`src/rtl/tweezer_dac_pkg.sv`:
```
// Shared types and constants for the tweezer DAC SPI transmitter.
// Optional LDAC pulse stage is enabled with TWEEZER_DAC_LDAC_EN.
package tweezer_dac_pkg;

  typedef enum logic [2:0] {
    S_IDLE,
    S_SETUP,
    S_SHIFT,
    S_HOLD,
    S_LDAC,
    S_GAP
  } state_t;

  localparam int OVR_W = 16;

  function automatic int frame_width(input int cmd_bits, input int data_bits);
    return cmd_bits + data_bits;
  endfunction

endpackage

```
`src/rtl/tweezer_dac_sclk_gen.sv`:
```
// SCLK divider: while enabled, holds each phase for sclkHalfDiv cycles and
// flags the last cycle of the high phase (fall tick) and of the low phase (rise tick).
module tweezer_dac_sclk_gen #(
  parameter int sclkHalfDiv = 4
) (
  input  logic clk,
  input  logic reset,
  input  logic i_en,
  output logic o_sclk,
  output logic o_rise_tick,
  output logic o_fall_tick
);

  localparam int DIV_W = $clog2(sclkHalfDiv + 1);

  logic [DIV_W-1:0] r_div;
  logic             r_phase;
  logic             w_tick;

  assign w_tick = i_en && (r_div == DIV_W'(sclkHalfDiv - 1));

  // Phase is preset high so the first enabled cycle already drives SCLK high.
  always_ff @(posedge clk or posedge reset) begin
    if (reset) begin
      r_div   <= '0;
      r_phase <= 1'b1;
    end else if (!i_en) begin
      r_div   <= '0;
      r_phase <= 1'b1;
    end else if (w_tick) begin
      r_div   <= '0;
      r_phase <= !r_phase;
    end else begin
      r_div   <= r_div + 1'b1;
    end
  end

  assign o_sclk      = i_en && r_phase;
  assign o_rise_tick = w_tick && !r_phase;
  assign o_fall_tick = w_tick && r_phase;

endmodule

```
`src/rtl/tweezer_dac_spi_tx.sv`:
```
// Serializes the newest controller sample to the actuator DAC (SPI mode 0, MSB first).
// Define TWEEZER_DAC_LDAC_EN to pulse ldac_n low after every frame.
module tweezer_dac_spi_tx
  import tweezer_dac_pkg::*;
#(
  parameter int                    dataBitSize  = 16,
  parameter int                    cmdBitSize   = 8,
  parameter logic [cmdBitSize-1:0] cmdWord      = 8'h30,
  parameter int                    sclkHalfDiv  = 4,
  parameter int                    csSetup      = 2,
  parameter int                    csHold       = 2,
  parameter int                    csIdle       = 4,
  parameter bit                    offsetBinary = 1'b1
) (
  input  logic                   clk,
  input  logic                   reset,
  input  logic [dataBitSize-1:0] data,
  input  logic                   data_valid,
  output logic                   sclk,
  output logic                   cs_n,
  output logic                   mosi,
  output logic                   ldac_n,
  output logic                   busy,
  output logic                   frame_done,
  output logic [OVR_W-1:0]       overrun_cnt,
  output state_t                 o_dbg_state
);

  localparam int FW    = frame_width(cmdBitSize, dataBitSize);
  localparam int BIT_W = $clog2(FW + 1);
  localparam logic [dataBitSize-1:0] FLIP =
    offsetBinary ? {1'b1, {(dataBitSize-1){1'b0}}} : '0;

  state_t             r_state, w_state_next;
  logic [15:0]        r_cnt;
  logic               w_cnt_clr;
  logic               w_consume;
  logic [BIT_W-1:0]   r_bits;
  logic [FW-1:0]      r_shift;
  logic [dataBitSize-1:0] r_slot;
  logic               r_full;
  logic [OVR_W-1:0]   r_ovr;
  logic               w_rise_tick, w_fall_tick, w_sclk;

  tweezer_dac_sclk_gen #(.sclkHalfDiv(sclkHalfDiv)) u_sclk_gen (
    .clk         (clk),
    .reset       (reset),
    .i_en        (r_state == S_SHIFT),
    .o_sclk      (w_sclk),
    .o_rise_tick (w_rise_tick),
    .o_fall_tick (w_fall_tick)
  );

  always_comb begin
    w_state_next = r_state;
    w_cnt_clr    = 1'b0;
    w_consume    = 1'b0;
    case (r_state)
      S_IDLE: if (r_full) begin
        w_state_next = S_SETUP;
        w_consume    = 1'b1;
        w_cnt_clr    = 1'b1;
      end
      S_SETUP: if (r_cnt == 16'(csSetup - 1)) begin
        w_state_next = S_SHIFT;
        w_cnt_clr    = 1'b1;
      end
      // Leave on the rise tick after the last fall so the final low half completes.
      S_SHIFT: if (w_rise_tick && (r_bits == BIT_W'(FW))) begin
        w_state_next = S_HOLD;
        w_cnt_clr    = 1'b1;
      end
      S_HOLD: if (r_cnt == 16'(csHold - 1)) begin
`ifdef TWEEZER_DAC_LDAC_EN
        w_state_next = S_LDAC;
`else
        w_state_next = S_GAP;
`endif
        w_cnt_clr    = 1'b1;
      end
      S_LDAC: if (r_cnt == 16'(sclkHalfDiv)) begin
        w_state_next = S_GAP;
        w_cnt_clr    = 1'b1;
      end
      S_GAP: if (r_cnt == 16'(csIdle - 1)) begin
        w_state_next = S_IDLE;
        w_cnt_clr    = 1'b1;
      end
      default: w_state_next = S_IDLE;
    endcase
  end

  always_ff @(posedge clk or posedge reset) begin
    if (reset) begin
      r_state <= S_IDLE;
      r_cnt   <= '0;
    end else begin
      r_state <= w_state_next;
      r_cnt   <= w_cnt_clr ? '0 : r_cnt + 1'b1;
    end
  end

  // A load in the consume cycle overwrites nothing still unsent, so it stays pending.
  always_ff @(posedge clk or posedge reset) begin
    if (reset) begin
      r_slot <= '0;
      r_full <= 1'b0;
      r_ovr  <= '0;
    end else if (data_valid) begin
      r_slot <= data;
      r_full <= 1'b1;
      if (r_full && !w_consume && (r_ovr != '1)) r_ovr <= r_ovr + 1'b1;
    end else if (w_consume) begin
      r_full <= 1'b0;
    end
  end

  always_ff @(posedge clk or posedge reset) begin
    if (reset) begin
      r_shift <= '0;
      r_bits  <= '0;
    end else if (w_consume) begin
      r_shift <= {cmdWord, r_slot ^ FLIP};
      r_bits  <= '0;
    end else if (w_fall_tick) begin
      r_bits <= r_bits + 1'b1;
      if (r_bits != BIT_W'(FW - 1)) r_shift <= {r_shift[FW-2:0], 1'b0};
    end
  end

  assign sclk        = w_sclk;
  assign cs_n        = !((r_state == S_SETUP) || (r_state == S_SHIFT) || (r_state == S_HOLD));
  assign mosi        = r_shift[FW-1];
  assign busy        = (r_state != S_IDLE);
  assign overrun_cnt = r_ovr;
  assign o_dbg_state = r_state;
`ifdef TWEEZER_DAC_LDAC_EN
  assign frame_done  = (r_state == S_LDAC) && (r_cnt == 16'd0);
  assign ldac_n      = !((r_state == S_LDAC) && (r_cnt != 16'd0));
`else
  assign frame_done  = (r_state == S_GAP) && (r_cnt == 16'd0);
  assign ldac_n      = 1'b1;
`endif

endmodule

```
`config.mk`:
```
export PLATFORM = sky130hd
export DESIGN_NAME = tweezer_dac_spi_tx
export DESIGN_NICKNAME = d
export VERILOG_FILES = /design/src/rtl/tweezer_dac_pkg.sv /design/src/rtl/tweezer_dac_sclk_gen.sv /design/src/rtl/tweezer_dac_spi_tx.sv
export SDC_FILE = /design/constraint.sdc
export NUM_CORES = 1
export LEC_CHECK = 0
export ABC_AREA = 0
export BUFFER_PORTS_ARGS = -buffer_cell sky130_fd_sc_hd__clkbuf_2
export CORE_MARGIN = 2
export CORE_UTILIZATION = 58
export DETAILED_ROUTE_END_ITERATION = 10
export PLACE_DENSITY = 0.81
export REMOVE_ABC_BUFFERS = 1
export SLEW_MARGIN = 5
export SYNTH_ARGS = -nofsm -noshare
export SYNTH_HDL_FRONTEND = slang
export SYNTH_SLANG_ARGS = --single-unit
```
`constraint.sdc`:
```
create_clock -name clk -period 3.26 [get_ports clk]
set_clock_uncertainty 0.15 [all_clocks]
set_input_delay 0.652 -clock clk [delete_from_list [all_inputs] [get_ports clk]]
set_output_delay 0.652 -clock clk [all_outputs]
set_load 0.05 [all_outputs]
```
# Yosys cells after proc, flatten, opt, wreduce, memory -nomap -nowiden
# Index checks and enable logic that the tools add are counted.
word_totals:
  reg_bits: 85
  word_cells: 82
  output_inout_bits: 25
op_classes:
  bitwise_logic: 1
  n_addsub: 4
  reduce_logical: 23
  muxes: 26
  eq_ne: 19
ops:
  columns: ["op", "n"]
  rows:
  - ["two-way mux 24 bit", 3]
  - ["adder 16 x 1 -> 16 bit (second input constant)", 2]
  - ["two-way mux 3 bit", 8]
  - ["case mux 3 bit (6 select lines)", 1]
  - ["== test 16 x 1 -> 1 bit (second input constant)", 1]
  - ["== test 16 x 2 -> 1 bit (second input constant)", 1]
  - ["== test 16 x 3 -> 1 bit (second input constant)", 1]
  - ["zero test 16 bit", 1]
  - ["two-way mux 16 bit", 1]
  - ["!= test 16 bit (second input constant)", 1]
  - ["!= test 2 bit (second input constant)", 7]
  - ["two-way mux 1 bit", 10]
  - ["two-way mux 5 bit", 2]
  - ["== test 3 x 2 -> 1 bit (second input constant)", 3]
  - ["logical AND 1 bit", 8]
  - ["== test 3 bit (second input constant)", 2]
  - ["AND reduction 6 bit", 1]
  - ["nonzero test 2 bit", 3]
  - ["adder 5 x 1 -> 5 bit (second input constant)", 1]
  - ["== test 5 bit (second input constant)", 1]
  - ["!= test 5 bit (second input constant)", 1]
  - ["case mux 1 bit (5 select lines)", 1]
  - ["AND reduction 2 bit", 2]
  - ["adder 3 x 1 -> 3 bit (second input constant)", 1]
  - ["7 further kinds", 10]

# Depth between registers and ports, before layout
# Gate-level depths: netlist (run 1).
logic_depth:
  ltp_word: 7
  ltp_mapped: 8

# Hierarchy
# Synthesis (run 1) repeated with hierarchy kept, for this count alone.
unflattened:
  hier_cells: 364
  area_unflattened_um2: 4051.4
by_module_without_submodules:
  columns: ["mod", "cells_each", "seq_area_each_um2", "area_each_um2", "instances"]
  rows:
  - ["tweezer_dac_spi_tx", 348, 2026.9, 3854.9, 1]
  - ["tweezer_dac_sclk_gen", 16, 101.3, 196.4, 1]

# Worst setup path before layout (run 1)
# OpenSTA, ideal clock, no wires.
synth_timing:
  path_kind: "flip-flop to output port"
  start: "register r_state[0] (netlist: o_dbg_state[0])"
  end: "output port frame_done"
  slack_ps: 272
  n_path_buf: 1
  stages_incl_launch_ff: 5
  arrival_time_ps: 2186
  required_time_ps: 2458
  path_cell_list: "dfrtp_1 -> buf_6 -> and3b_1 -> nand2_1 -> nor3_1"
synth_between:
  elab_chain_len: 2
synth_rtl:
  columns: ["item", "line_no", "text"]
  rows:
  - ["start: declaration", "tweezer_dac_spi_tx.sv:34", "state_t r_state, w_state_next;"]
  - ["start signal: assignment", "tweezer_dac_spi_tx.sv:98", "r_state <= w_state_next;"]
  - ["== test 3 bit", "tweezer_dac_spi_tx.sv:141", "assign frame_done = (r_state == S_GAP) && (r_cnt == 16'd0);"]
  - ["logical AND 1 bit", "tweezer_dac_spi_tx.sv:141", null]
  - ["end: declaration", "tweezer_dac_spi_tx.sv:24", "output logic frame_done,"]
# Every way passes these cells.

# Final worst setup path (run 1)
layout_timing:
  start: "register r_cnt[9]"
  end: "output port frame_done"
layout_between:
  elab_chain_len: 2
layout_rtl:
  columns: ["item", "line_no", "text"]
  rows:
  - ["start: declaration", "tweezer_dac_spi_tx.sv:35", "logic [15:0] r_cnt;"]
  - ["start signal: assignment", "tweezer_dac_spi_tx.sv:99", "r_cnt <= w_cnt_clr ? '0 : r_cnt + 1'b1;"]
  - ["zero test 16 bit", "tweezer_dac_spi_tx.sv:141", null]
  - ["logical AND 1 bit", "tweezer_dac_spi_tx.sv:141", null]
# Every way passes these cells.

==> out/qor.txt, run 1 <==
FINAL LAYOUT
-----------------------------------------------------------------------------------------------
Area Growth Syn to Fin ...........................................................        10.8%
Area used by multi-input combinational logic .....................................     1760 µm²
Top library cells by usage in the layout, fill and taps aside .................... sky130_fd_sc_hd__dfrtp_1 (84), sky130_fd_sc_hd__clkbuf_2 (42), sky130_fd_sc_hd__nor2_1 (36), sky130_fd_sc_hd__nand2_1 (32), sky130_fd_sc_hd__mux2i_1 (23)
Most common library cell in the layout ignoring fill and taps .................... sky130_fd_sc_hd__dfrtp_1
Number of fill cells .............................................................          526
Storage element area .............................................................     2130 µm²
Util after Layout ................................................................        0.663
Share of final-layout standard cells stronger than drive strength 1 ..............        0.220
Final Net Count ..................................................................          426
Ant diodes .......................................................................            0

SETUP PATH
-----------------------------------------------------------------------------------------------
Kind of cell with the highest combined delay on the critical path ................ simple AND/OR/NAND/NOR gates
Cells traversed along the worst timing path ...................................... nor4_4, nand2_1, nor3_1, clkbuf_2
Arrival @ worst endpoint .........................................................      1.92 ns
Critical path peak fanout ........................................................            5
Type of origin of the critical path ..............................................         flop
Delay contributed by the slowest stage of the critical path ......................      0.47 ns
Cell with the largest stage delay on the worst path .............................. sky130_fd_sc_hd__dfrtp_1
Depth of the critical timing path with buffers and inverters included ............            4
Sort of element at the end of the critical path ..................................  output port
Worst Reg2Reg Path Length in Cells ...............................................            5
Data required time of the worst path .............................................      2.46 ns
Crit path buffers/inverters ......................................................            1
Start-to-end type of the worst setup path ........................................ flop to output port

GRT
-----------------------------------------------------------------------------------------------
Initial antenna violation count ..................................................            0
Largest net degree at the start of global routing ................................           50
Wire length of the first global-routing pass .....................................      12.1 mm
Via count of the first global-routing pass .......................................        2,649
All-Layer GR Usage ...............................................................        0.202
Total gr overflow ................................................................            0

SYNTHESIS
-----------------------------------------------------------------------------------------------
Post-synthesis sequential element count ..........................................           85
Top area cells in the synthesized netlist ........................................ sky130_fd_sc_hd__dfrtp_1 (52%), sky130_fd_sc_hd__mux2i_1 (5.7%), sky130_fd_sc_hd__mux2_2 (4.7%)
Dominant cell type by area after synthesis ....................................... sky130_fd_sc_hd__dfrtp_1
Synth cell types .................................................................           49
Main synth FF type ............................................................... sky130_fd_sc_hd__dfrtp_1
Synthesized instance count .......................................................          360
Synth top area share .............................................................        0.520
Mean Syn Cell Area ...............................................................     11.2 µm²
Post-synth EDFFs .................................................................            0
Async set-reset flop share out of synthesis ......................................         1.00
Sequential-to-total area share from yosys stat ...................................        0.526
Synthesized cell area ............................................................     4040 µm²
Synth Warn # .....................................................................            0

STA
-----------------------------------------------------------------------------------------------
Final critical-path required period ..............................................      2.72 ns
Sum of negative setup slack ......................................................         0 ns
Final Setup Violations ...........................................................            0
Unrepaired setup endpoints after global routing ..................................           no
Hold Violations, Final ...........................................................            0
Slew at the pin closest to its max-slew limit ....................................     0.699 ns
Worst max-slew margin expressed relative to the limit ............................        0.530
Final Max Slew Viols .............................................................            0
Highest clock frequency the design can meet ......................................      368 MHz
Final clock period utilization by the worst path .................................        0.834

DRT
-----------------------------------------------------------------------------------------------
Final WL .........................................................................      6.96 mm
DRC marker count from the first detailed-route iteration .........................          142
Via count normalized by instance count ...........................................         5.47
Post-route antenna net violation count ...........................................            0
Total vias in the final route ....................................................        2,653
Detailed-routed wire length on met3 ..............................................       213 µm
DRC violation count after routing ................................................            0
Highest metal layer with signal wires ............................................         met4
DR WL/cell .......................................................................      14.4 µm
Total iterations of the first detailed-routing run ...............................            4
Detailed-routed wire length on met2 ..............................................      3.35 mm
Met1 routed wirelength after detailed routing ....................................      3.28 mm

FLOORPLANNING
-----------------------------------------------------------------------------------------------
Die Footprint ....................................................................     7650 µm²
Die outline width ................................................................      87.5 µm
Die height .......................................................................      87.5 µm
Ports placed on the boundary .....................................................           44
Row cnt ..........................................................................           30
Core Footprint ...................................................................     6760 µm²
Initial Util .....................................................................        0.598

PLACE
-----------------------------------------------------------------------------------------------
Port Buffer Count ................................................................           42
Final Wtd Congestion .............................................................        0.752
Detailed-placement wirelength estimate ...........................................      4.77 mm

POWER
-----------------------------------------------------------------------------------------------
Leakage component of the power ...................................................      2.20 nW
IR drop worst, VDD ...............................................................     0.785 mV
Power Density ....................................................................   733 nW/µm²

FLOW RUN
-----------------------------------------------------------------------------------------------
Max-cap violations ...............................................................            0

OUTCOME
-----------------------------------------------------------------------------------------------
Outcome .......................................................................... finished, final reports clean

HOLD PATH
-----------------------------------------------------------------------------------------------
Path class of the lowest-slack min-delay path .................................... input port to async pin

CLOCK TREE
-----------------------------------------------------------------------------------------------
Clock network latency to the later pin of the worst-skew pair ....................      0.35 ns
Clock input transition at the sequential cells of the worst setup and hold paths .      0.09 ns
Clk sink count ...................................................................           85
Number of buffers added by the clock tree synthesis step .........................            9
CTS H-tree depth .................................................................            3
CTS root buffer .................................................................. sky130_fd_sc_hd__clkbuf_8
Max Root-Sink Buffers ............................................................            2
# hold bufs at CTS ...............................................................            0
Post_cts resized .................................................................            0
Number of post-CTS setup repair buffers ..........................................            0
TritonCTS clock tree .............................................................          yes

[cells by family (layout without fill, tap and decap cells)]
kind of cell	Yosys count	count (layout)	synth area share
compound gates	32	32	0.0501
simple gates	130	130	0.177
other cells	1	1	0.000928
fa+ha+maj	7	7	0.0217
mux	42	42	0.110
buf+inv	28	73	0.0378
xor+xnor	35	35	0.0758
flops	85	85	0.526
[power by group]
| part | switching, mW | internal (mW) | leakage [nW] | total (mW) |
|---|---|---|---|---|
| sequential | 0.223 | 1.26 | 1.08 | 1.48 |
| combinational | 0.684 | 0.369 | 1.02 | 1.05 |
| clock | 0.370 | 0.377 | 0.0995 | 0.747 |
[through the flow]
step	setup slack [ns]	area (µm²)	total power [mW]	std cells	hold WS (ns)
after global routing	0.481	4480	3.50	485	0.242
after floorplan	0.234	3940	2.28	345	0.266
after CTS	0.560	4480	3.31	485	0.202
after global placement	0.949	4280	2.52	469	0.276
after detailed placement	0.848	4280	2.56	469	0.294
final	0.542	4480	3.28	485	0.186
[final cells by class]
cell class | count | share of cell area
tap | 80 | 0.0223
clock inverter | 5 | 0.0134
clock buffer | 11 | 0.0316
inverter | 13 | 0.0112
timing repair buffer | 44 | 0.0531
multi-input combinational | 247 | 0.393
sequential | 85 | 0.475
[metal layers]
metal  vias to the layer above  GRT usage
li1                       1308          -
met4                         0     0.0825
met1                      1287      0.274
met3                        11     0.0303
met5                         -          0
met2                        47      0.326
[final timing paths]
check,end,start,slack [ns]
worst max register to register,r_shift[8],o_dbg_state[1],0.97
worst min register to register,u_sclk_gen.r_div[0],u_sclk_gen.r_div[0],0.30
worst max-delay path,frame_done,r_cnt[9],0.54
min in group clk,u_sclk_gen.r_div[0],u_sclk_gen.r_div[0],0.30
worst min-delay path,overrun_cnt[5],reset,0.19
max in group asynchronous,u_sclk_gen.r_phase,reset,2.06
[synth_stat cells, drive strengths merged (3+ instances only)]
cell type	n
mux2i	23
ha	7
nor3	5
buf	11
nor3b	4
nor4	3
nand3b	3
and3	4
xnor2	19
o21ai	19
nor2	36
nand3	16
inv	13
xor2	16
a21oi	4
nand2	33
and3b	4
and2	3
clkbuf	4
mux2	19
dfrtp	84
nand4	13
[registers in the layout (all words and copies together), names as in the netlist]
name	count
o_dbg_state	3
r_bits	5
u_sclk_gen.r_phase	1
r_cnt	16
u_sclk_gen.r_div	3
r_full	1
r_shift	24
r_slot	16
overrun_cnt	16
Note: power is estimated with default switching activity, not from simulation.
==> inputs of run 2 (changes only) <==
ABC_AREA = 1   (was 0)
CORE_UTILIZATION = 59   (was 58)
PLACE_DENSITY = 0.82   (was 0.81)
clock period = 2.6 ns   (was 3.26 ns; I/O delays follow)
==> run 2 against run 1 <==
First-iteration DRC count grew 16%. Cell count grew 41%. Synthesized area grew 6.7%. Non-clock buffer count grew 3. Cell area grew 7.2%. Critical path depth grew 2. Hold slack lost 0.16 ns. Sequential cell count is the same. Synthesized cell count grew 49%. Critical endpoint unchanged. Largest power group unchanged. Highest routed layer unchanged.
==> out/qor.txt, run 2 <==
OUTCOME
-----------------------------------------------------------------------------------------------
Outcome .......................................................................... finished, final reports clean

PLACE
-----------------------------------------------------------------------------------------------
Final Wtd Congestion .............................................................        0.875
Worst-case setup slack after placement ...........................................     0.551 ns
Total placed cells including tap cells ...........................................          667
Detailed-placement wirelength estimate ...........................................      5.93 mm
Port Buffer Count ................................................................           42

DRT
-----------------------------------------------------------------------------------------------
Total vias in the final route ....................................................        3,575
DR WL/cell .......................................................................      12.4 µm
Total iterations of the first detailed-routing run ...............................            5
Via count normalized by instance count ...........................................         5.23
DRC violation count after routing ................................................            0
Final WL .........................................................................      8.46 mm
DRC marker count from the first detailed-route iteration .........................          165
Post-route antenna net violation count ...........................................            0

STA
-----------------------------------------------------------------------------------------------
Unrepaired setup endpoints after global routing ..................................           no
Highest clock frequency the design can meet ......................................      406 MHz
Final critical-path required period ..............................................      2.46 ns
Min setup slack post-route .......................................................     0.139 ns
Hold WS ..........................................................................    0.0214 ns
Hold Violations, Final ...........................................................            0
Final clock period utilization by the worst path .................................        0.946
Final Max Slew Viols .............................................................            0
Worst max-slew margin expressed relative to the limit ............................        0.552
Final Setup Violations ...........................................................            0
Slew at the pin closest to its max-slew limit ....................................     0.670 ns

POWER
-----------------------------------------------------------------------------------------------
Switching portion of total power .................................................        0.312
Overall power of the completed layout ............................................      3.05 mW
Internal power ...................................................................      2.09 mW
Power Density ....................................................................   635 nW/µm²
Power share of the sequential group ..............................................        0.493
IR drop worst, VDD ...............................................................     0.740 mV
Net switching power ..............................................................     0.952 mW
Leakage component of the power ...................................................      2.37 nW
Clock power frac .................................................................        0.330
Logic gate share of total power ..................................................        0.177

CLOCK TREE
-----------------------------------------------------------------------------------------------
Clk sink count ...................................................................           85
# hold bufs at CTS ...............................................................            0
TritonCTS clock tree .............................................................          yes
Number of buffers added by the clock tree synthesis step .........................            9
Clock network latency to the later pin of the worst-skew pair ....................      0.35 ns
Clock input transition at the sequential cells of the worst setup and hold paths .      0.09 ns
Post_cts resized .................................................................            0
CTS root buffer .................................................................. sky130_fd_sc_hd__clkbuf_8
Max Root-Sink Buffers ............................................................            2
CTS H-tree depth .................................................................            3
Number of post-CTS setup repair buffers ..........................................            0

FINAL LAYOUT
-----------------------------------------------------------------------------------------------
Most common library cell in the layout ignoring fill and taps .................... sky130_fd_sc_hd__nand2_1
Final Net Count ..................................................................          605
Ant diodes .......................................................................            0
Share of final-layout standard cells stronger than drive strength 1 ..............        0.135
Number of standard cells in the layout, taps in and fillers out ..................          683
Area Growth Syn to Fin ...........................................................        11.3%
Top library cells by usage in the layout, fill and taps aside .................... sky130_fd_sc_hd__nand2_1 (151), sky130_fd_sc_hd__dfrtp_1 (84), sky130_fd_sc_hd__inv_1 (61), sky130_fd_sc_hd__nor2_1 (57), sky130_fd_sc_hd__o21ai_0 (44)
Util after Layout ................................................................        0.669
Flip-flop count of the largest register, all copies and words added ..............           24
Top register by number of flip-flops .............................................      r_shift

FLOORPLANNING
-----------------------------------------------------------------------------------------------
Die Footprint ....................................................................     8010 µm²
Die height .......................................................................      89.5 µm
Row cnt ..........................................................................           31
Die outline width ................................................................      89.5 µm
Ports placed on the boundary .....................................................           44
Core Footprint ...................................................................     7180 µm²
Initial Util .....................................................................        0.601

SETUP PATH
-----------------------------------------------------------------------------------------------
R2R Setup Slk ....................................................................      0.46 ns
Arrival @ worst endpoint .........................................................      1.79 ns
Worst Reg2Reg Path Length in Cells ...............................................            6
Sort of element at the end of the critical path ..................................  output port
Cell with the largest stage delay on the worst path .............................. sky130_fd_sc_hd__dfrtp_1
Critical path peak fanout ........................................................            6
Crit path buffers/inverters ......................................................            3
Data required time of the worst path .............................................      1.93 ns
Kind of cell with the highest combined delay on the critical path ................ buffers and inverters
Critical R2R Launch ..............................................................    r_bits[0]
Cells traversed along the worst timing path ...................................... inv_1, nand2_1, inv_1, nand2_1, nor4b_1, clkbuf_2
Worst R2R End ....................................................................  r_shift[21]
Delay contributed by the slowest stage of the critical path ......................      0.47 ns
Type of origin of the critical path ..............................................         flop
Start-to-end type of the worst setup path ........................................ flop to output port

SYNTHESIS
-----------------------------------------------------------------------------------------------
Synth cell types .................................................................           38
Async set-reset flop share out of synthesis ......................................         1.00
Cell types with the highest counts after synthesis ............................... sky130_fd_sc_hd__nand2_1 (151), sky130_fd_sc_hd__dfrtp_1 (84), sky130_fd_sc_hd__inv_1 (62)
Main synth FF type ............................................................... sky130_fd_sc_hd__dfrtp_1
Synth top area share .............................................................        0.487
Top area cells in the synthesized netlist ........................................ sky130_fd_sc_hd__dfrtp_1 (49%), sky130_fd_sc_hd__nand2_1 (13%), sky130_fd_sc_hd__inv_1 (5.4%)
Post-synth EDFFs .................................................................            0
Synthesized instance count .......................................................          537
Post-synthesis sequential element count ..........................................           85
Most instantiated library cell after synthesis ................................... sky130_fd_sc_hd__nand2_1
Synthesized cell area ............................................................     4310 µm²
Mean Syn Cell Area ...............................................................     8.03 µm²
Sequential-to-total area share from yosys stat ...................................        0.493
Synth Warn # .....................................................................            0
Dominant cell type by area after synthesis ....................................... sky130_fd_sc_hd__dfrtp_1

GRT
-----------------------------------------------------------------------------------------------
Initial antenna violation count ..................................................            0
Wire length of the first global-routing pass .....................................      14.4 mm
Largest net degree at the start of global routing ................................           49
Via count of the first global-routing pass .......................................        3,225
Total gr overflow ................................................................            0
All-Layer GR Usage ...............................................................        0.232

FLOW RUN
-----------------------------------------------------------------------------------------------
Max-cap violations ...............................................................            0

HOLD PATH
-----------------------------------------------------------------------------------------------
Path class of the lowest-slack min-delay path .................................... input port to async pin

==> run 2: final cells by class <==
class | count | area [µm²]
inverters | 66 | 251
multi-input cells | 370 | 1830
flip-flops and latches | 85 | 2130
repair buffers | 47 | 260
clock buffers | 12 | 135
fillers | 588 | 2370
clock inverters | 4 | 72.6
well taps | 99 | 124
==> run 2: worst max-delay path by stage <==
stage	end	slack [ns]	cells after the start	startpoint
3_5_place_dp	r_shift[21]	0.55	6	r_bits[0]
2_1_floorplan	frame_done	-0.74	4	o_dbg_state[0]
3_3_place_gp	r_shift[21]	0.62	6	r_bits[0]
5_1_grt	frame_done	0.02	6	o_dbg_state[1]
4_1_cts	frame_done	0.15	6	o_dbg_state[1]
6_report	frame_done	0.14	6	o_dbg_state[1]
==> run 2: layer usage <==
layer / track usage / routed length, µm / up-vias
li1: - / - / 1780
met3: 0.0314 / 371 / 18
met5: 0 / 0 / -
met2: 0.374 / 4160 / 95
met4: 0.107 / 191 / 0
met1: 0.312 / 3740 / 1682
==> run 2: power groups by stage <==
stage / clock, mW / sequential, mW / combinational (mW)
2_1_floorplan: 0 / 1.72 / 0.206
3_3_place_gp: 0 / 1.52 / 0.531
3_5_place_dp: 0 / 1.53 / 0.543
4_1_cts: 1.02 / 1.50 / 0.546
5_1_grt: 1.06 / 1.52 / 0.602
6_report: 1.01 / 1.50 / 0.539
==> run 2: logic make-up (layout without fill, tap and decap cells) <==
group                      count (synthesis)  in the layout  share of synthesized area
adders and majority gates                  7              7                     0.0203
xor gates and xnor gates                  21             21                     0.0426
and+or+nand+nor                          279            279                      0.281
AOI/OAI and AO/OA                         62             62                     0.0792
DFF                                       85             85                      0.493
buffers and inverters                     82            129                     0.0824
other                                      1              1                   0.000869
==> run 2: metrics by stage <==
step,TNS [ns],area [µm²]
2_1_floorplan,-22.73,4210
3_3_place_gp,0,4590
3_5_place_dp,0,4590
4_1_cts,0,4800
5_1_grt,0,4800
6_report,0,4800
